<file path="src/rtl/bsg_serial_array_reverse.sv">
// Streaming frame reverser: buffers els_p elements, then drains them last-in-first-out.
// Optional last_o frame-end marker is enabled by defining BSG_SERIAL_ARRAY_REVERSE_LAST_EN.
//
// state   | meaning
// --------+-----------------------------------------------------------
// e_fill  | accepting input elements, ptr_r is the next write index
// e_drain | emitting stored elements, ptr_r is the current read index
module bsg_serial_array_reverse #(
    parameter int width_p = 16,
    parameter int els_p   = 64
) (
    input  logic               clk_i,
    input  logic               reset_i,
    input  logic               v_i,
    input  logic [width_p-1:0] data_i,
    output logic               ready_o,
    output logic               v_o,
    output logic [width_p-1:0] data_o,
    input  logic               yumi_i
`ifdef BSG_SERIAL_ARRAY_REVERSE_LAST_EN
    ,
    output logic               last_o
`endif
);

    localparam int ptr_w_lp = (els_p > 1) ? $clog2(els_p) : 1;
    localparam logic [ptr_w_lp-1:0] c_last_ptr = ptr_w_lp'(els_p - 1);

    typedef enum logic {
        e_fill  = 1'b0,
        e_drain = 1'b1
    } state_e;

    state_e               r_state;
    state_e               w_state_n;
    logic [ptr_w_lp-1:0]  r_ptr;
    logic [ptr_w_lp-1:0]  w_ptr_n;
    logic                 w_wr_en;
    logic                 w_ready;
    logic                 w_v;
    logic [width_p-1:0]   r_mem [els_p];
    logic [width_p-1:0]   w_rd_data;

    // Outputs are forced low while reset is asserted, independent of the state register.
    assign w_ready = (r_state == e_fill)  & ~reset_i;
    assign w_v     = (r_state == e_drain) & ~reset_i;

    always_comb begin
        w_state_n = r_state;
        w_ptr_n   = r_ptr;
        w_wr_en   = 1'b0;
        case (r_state)
            e_fill: begin
                if (v_i & w_ready) begin
                    w_wr_en = 1'b1;
                    if (r_ptr == c_last_ptr) begin
                        w_state_n = e_drain;
                    end else begin
                        w_ptr_n = r_ptr + 1'b1;
                    end
                end
            end
            e_drain: begin
                if (yumi_i & w_v) begin
                    if (r_ptr == '0) begin
                        w_state_n = e_fill;
                    end else begin
                        w_ptr_n = r_ptr - 1'b1;
                    end
                end
            end
            default: begin
                w_state_n = e_fill;
                w_ptr_n   = '0;
            end
        endcase
    end

    always_ff @(posedge clk_i) begin
        if (reset_i) begin
            r_state <= e_fill;
            r_ptr   <= '0;
        end else begin
            r_state <= w_state_n;
            r_ptr   <= w_ptr_n;
        end
    end

    // Storage is intentionally not reset; only the pointer and state define validity.
    generate
        if (els_p == 1) begin : g_single
            always_ff @(posedge clk_i) begin
                if (w_wr_en) begin
                    r_mem[0] <= data_i;
                end
            end
            assign w_rd_data = r_mem[0];
        end else begin : g_multi
            always_ff @(posedge clk_i) begin
                if (w_wr_en) begin
                    r_mem[r_ptr] <= data_i;
                end
            end
            assign w_rd_data = r_mem[r_ptr];
        end
    endgenerate

    assign ready_o = w_ready;
    assign v_o     = w_v;
    assign data_o  = w_rd_data;

`ifdef BSG_SERIAL_ARRAY_REVERSE_LAST_EN
    assign last_o = w_v & (r_ptr == '0);
`endif

`ifndef SYNTHESIS
    a_yumi_needs_valid: assert property (@(posedge clk_i) disable iff (reset_i) yumi_i |-> v_o);
`endif

endmodule

</file>
<file path="config.mk">
export PLATFORM = sky130hd
export DESIGN_NAME = bsg_serial_array_reverse
export DESIGN_NICKNAME = d
export VERILOG_FILES = /design/src/rtl/bsg_serial_array_reverse.sv
export SDC_FILE = /design/constraint.sdc
export NUM_CORES = 1
export LEC_CHECK = 0
export CAP_MARGIN = 40
export CELL_PAD_IN_SITES_DETAIL_PLACEMENT = 0
export CELL_PAD_IN_SITES_GLOBAL_PLACEMENT = 2
export CORE_MARGIN = 4
export CORE_UTILIZATION = 48
export CTS_BUF_LIST = sky130_fd_sc_hd__clkbuf_4 sky130_fd_sc_hd__clkbuf_8
export DETAILED_ROUTE_END_ITERATION = 6
export GPL_TIMING_DRIVEN = 0
export PLACE_DENSITY_LB_ADDON = 0.1
export SLEW_MARGIN = 30
export SYNTH_ARGS = -nofsm -noshare
export SYNTH_HDL_FRONTEND = slang
export SYNTH_SLANG_ARGS = --single-unit
</file>
<file path="constraint.sdc">
create_clock -name clk_i -period 2.62 [get_ports clk_i]
set_input_delay 0.524 -clock clk_i [delete_from_list [all_inputs] [get_ports clk_i]]
set_output_delay 0.524 -clock clk_i [all_outputs]
set_load 0.005 [all_outputs]
</file>
== Word-level counts from Yosys, hierarchy flattened ==
Memory sizes are Yosys's and may differ from the RTL's. A register that Yosys moved wholly into a read port is not among the register bits.
Cells that the tools add are included.
Cells by class
  $add $sub $neg: 2
  eq/ne operators: 5
  mux-type cells: 16
  bitwise operators: 6
  reductions and logical operators: 2
Operators by type and width (number)
  two-way mux 6 bit: 6
  case mux 6 bit (2 select lines): 1
  two-way mux 1 bit: 8
  adder 6 x 1 -> 6 bit, second input constant: 1
  equality test 6 bit, second input constant: 1
  logical NOT 6 bit: 1
  subtractor 6 x 1 -> 6 bit, second input constant: 1
  AND 1 bit: 4
  != test 2 x 1 -> 1 bit, second input constant: 2
  != test 2 bit, second input constant: 2
  AND reduction 4 bit: 1
  inverter 1 bit: 2
  case mux 1 bit (2 select lines): 1
Storage, ports and cells
  flip-flop bits (word level): 7
  memory bits (writable): 1024
  output and inout port bits: 18
  word-level logic and storage cells: 34
  memories: 1
Memory list
  r_mem: words 64, width 16, read ports 1, clocked after memory_dff 1, wr ports 1, line 41  | logic [width_p-1:0] r_mem [els_p];

== Longest topological paths before layout ==
  depth after elaboration: 7
  gate-level depth with buffers: 9
  gate-level depth less buffers: 7

== Worst setup path before layout ==
OpenSTA, ideal clock, no wires.
  path type: reg-to-output
  from: register (tool-made name)
  to: output port data_o[1]
  arrival: 1970 ps
  path slack: 126 ps
  stages on the path, launching flop included: 8
  path through: dfxtp_1 buf_4 buf_4 buf_1 mux4_2 mux4_2 o21ai_0 nor2_1
RTL lines
  to (decl): line 18  | output logic [width_p-1:0] data_o,

==> flow_summary_export.csv <==
group,metric,value,unit
status,status,"finished with violations",
status,violations,"setup timing",
global_route,grt_usage,25.6,%
cells_and_area,final_nets,2195,
synthesis,synth_top_area_share,77.0,%
sta,worstMarginPinSlew,0.858,ns
setup_path,reg2reg_slack,0.05,ns
setup_path,crit_end,"data_o[12]",
synthesis,synth_area_per_cell,22.2,um2
job,maxCapViolations,0,
routing,vias_per_cell,6.08,
floorplan,num_io_pins,38,
pwr,pwr-share-comb,6.0,%
routing,drtPass1Iterations,5,
synthesis,synth_commonest_cells,"edfxtp_1, mux4_2, nor2_1, mux2i_1, o21ai_0",
placement,dp_hpwl,71200,um
global_route,grt_max_degree,65,
global_route,gr-total-overflow,0,
synthesis,yosysSeqAreaShare,77.6,%
setup_path,critPathCaptureType,"output port",
global_route,gr-usage-met2,41.5,%
synthesis,synth_nets,1822,
synthesis,synth.area.top_cells,"edfxtp_1, mux4_2, mux2i_1",
pwr,clock_power_share,39.6,%
sta,final_hold_viol_count,0,
setup_path,r2r_cells,5,
global_route,grt_pass1_wl,155000,um
global_route,antenna_found_initial,6,
pwr,power.switching,7430,uW
synthesis,synth_edf_count,1024,
pwr,seq_power_share,54.3,%
floorplan,die_area,87900,um2
floorplan,die_h,296,um
min_path,min_path_type,"input pin to flip-flop",
floorplan,initial_utilization,48.6,%
global_route,busiest_layer,"met2",
routing,drt-wirelength-per-cell,32.9,um
sta,fin_skew,0.0296,ns
sta,maxSlewHeadroom,42.7,%
clock_network,ctsHoldBuffers,0,
pwr,intPower,26200,uW
sta,fmax,262,MHz
pwr,power,33600,uW
sta,setup_viol,16,
setup_path,critPathLaunchType,"flip-flop",
setup_path,crit_fanout,7,
placement,dp_cells,2965,
routing,vias,20435,
synthesis,yosysMostFrequentCell,"edfxtp_1",
setup_path,worstPathRequired,2.10,ns
routing,ant_nets,0,
setup_path,critical_path_arrival,3.29,ns
synthesis,synth_cell_types,49,
synthesis,synthArstFlopShare,0,%
routing,drc,0,
setup_path,r2r_end,"r_mem[10][5]$_DFFE_PP_",
synthesis,ys_ff_latch,1037,
clock_network,cts-htree-levels,4,
clock_network,cts_sinks,1037,
clock_network,clkLatencyLatePin,0.82,ns
global_route,grtUsageMet1,35.6,%
floorplan,rows,105,
routing,wl,111000,um
placement,port_buffers,37,
global_route,grt_pass1_vias,20837,
clock_network,max-clock-path-buffers,3,
floorplan,core_area,82200,um2
routing,drt_iter0_drc,2046,
clock_network,root_buffer,"clkbuf_8",
cells_and_area,drive_gt1_share,43.5,%
pwr,p_leak,0.0152,uW
cells_and_area,syn2layout_area_growth,22.8,%
clock_network,clk_pin_slew_worst_paths,0.06,ns
setup_path,path_class,"flip-flop to output port",
setup_path,regToRegStartpoint,"r_ptr[3]$_SDFFE_PP0P_",
synthesis,dominantRegCellSynth,"edfxtp_1",
sta,rsz0062_at_grt,"yes",
pwr,power_density,686,nW/um2
synthesis,syn_inst,1797,
synthesis,yosys_warnings,0,
floorplan,dieWidth,296,um
cells_and_area,fin_cells,3361,
synthesis,synth_area_leader_cell,"edfxtp_1",
sta,holdWs,0.0794,ns
clock_network,cts_tree,"built",
clock_network,cts_buffers,166,
synthesis,synth_area,39900,um2
sta,fin_crit,3.81,ns
pwr,ir_drop,0.413,mV
sta,setup_ws,-1.19,ns
placement,gp_congestion,0.840,
sta,period_share,145,%
sta,drv_slew,0,
global_route,use_met3,5.12,%
pwr,p_sw_share,22.1,%
[worst min path at each step]
stage                                startpoint                       to  slack (ns)  cells past startpoint
after global routing                  data_i[2]   r_mem[31][2]$_DFFE_PP_        0.06                      1
after detailed placement  r_ptr[5]$_SDFFE_PP0P_    r_ptr[5]$_SDFFE_PP0P_        0.70                      2
after global placement    r_ptr[5]$_SDFFE_PP0P_    r_ptr[5]$_SDFFE_PP0P_        0.69                      2
final                                data_i[15]  r_mem[19][15]$_DFFE_PP_        0.08                      1
after CTS                            data_i[15]  r_mem[19][15]$_DFFE_PP_        0.01                      1
after floorplan           r_ptr[5]$_SDFFE_PP0P_                flip-flop        0.61                      2
[layout by cell type (no fill, tap or decap), drive strengths merged, types with 4 or more instances in the layout]
cell type / Yosys / layout
a211oi: 17 / 17
a21oi: 8 / 8
a221oi: 6 / 6
a22o: 5 / 5
a22oi: 27 / 27
and3: 4 / 4
buf: 66 / 265
clkbuf: 31 / 249
clkdlybuf4s50: 0 / 5
clkinv: 0 / 56
clkinvlp: 0 / 4
dfxtp: 13 / 13
edfxtp: 1024 / 1024
ha: 4 / 4
inv: 3 / 11
mux2: 7 / 7
mux2i: 45 / 45
mux4: 264 / 264
nand2: 31 / 31
nand2b: 5 / 5
nand3: 4 / 4
nand3b: 6 / 6
nor2: 102 / 102
nor2b: 19 / 19
nor3: 7 / 7
nor4: 6 / 6
o21ai: 48 / 48
o221ai: 6 / 6
o22ai: 4 / 4
or3b: 5 / 5
[registers in the layout, indices dropped and copies added (netlist names), named ones only]
register and count:
r_state 1, r_mem 1024, r_ptr 6
[per-stage QoR]
stage / util [%] / setup WS, ns / cell area (um2) / TNS (ns)
detailed placement: 52.5 / -1.85 / 43200 / -496.75
global placement: 50.6 / -1.90 / 41700 / -2092.05
global route: 59.6 / -1.22 / 49000 / -18.22
finish: 59.6 / -1.19 / 49000 / -17.23
CTS: 58.9 / -1.23 / 48400 / -18.48
floorplan: - / 0.126 / 39900 / 0
[kinds of logic after synthesis]
kind of cell / count (synthesis) / share of synthesized area (%)
buffers and inverters: 100 / 1.30
adders and majority gates: 5 / 0.175
DFF: 1037 / 77.6
muxes: 316 / 16.2
xor gates and xnor gates: 3 / 0.0658
and+or+nand+nor: 199 / 2.32
AOI/OAI and AO/OA: 137 / 2.29
[power by group through the flow]
stage / Sequential, uW / Clock (uW) / Combinational [uW]
2_1_floorplan: 18600 / 0 / 753
3_3_place_gp: 18600 / 0 / 1450
3_5_place_dp: 18600 / 0 / 1520
4_1_cts: 18300 / 13600 / 1930
5_1_grt: 18300 / 14400 / 2130
6_report: 18300 / 13300 / 2030
[metal layers]
| metal | routed length (um) | part of all wire [%] | vias up |
|---|---|---|---|
| li1 | - | - | 8387 |
| met1 | 45100 | 41 | 11052 |
| met2 | 54200 | 49 | 824 |
| met3 | 8120 | 7.3 | 172 |
| met4 | 3060 | 2.8 | 0 |
| met5 | 0 | 0 | - |
[cell type report]
type / count / area [um2]
fill: 5975 / 33200
sequential: 1037 / 31000
multi-input combinational: 660 / 9650
clock buffer: 217 / 2680
timing repair buffer: 210 / 2620
tap: 1070 / 1340
buffer: 92 / 1270
clock inverter: 71 / 444
inverter: 3 / 11.3
antenna: 1 / 2.50
[what timing repair did]
action | 4_1_cts | 5_1_grt
endpoints found under the hold margin | 0 | 0
cloned | 2 | 3
buffers inserted | 68 | 38
setup endpoints to repair | 100 | 25
pin swaps | 35 | 19
resized for setup | 423 | 57
[worst max-delay path, cell delays in order (launching register included)]
cell and delay, ns:
dfxtp_4 0.41, buf_12 0.19, buf_16 0.16, buf_4 0.12
mux4_2 0.50, mux4_2 0.55, a211o_1 0.37, buf_2 0.16
(Power assumes the default switching activity.)
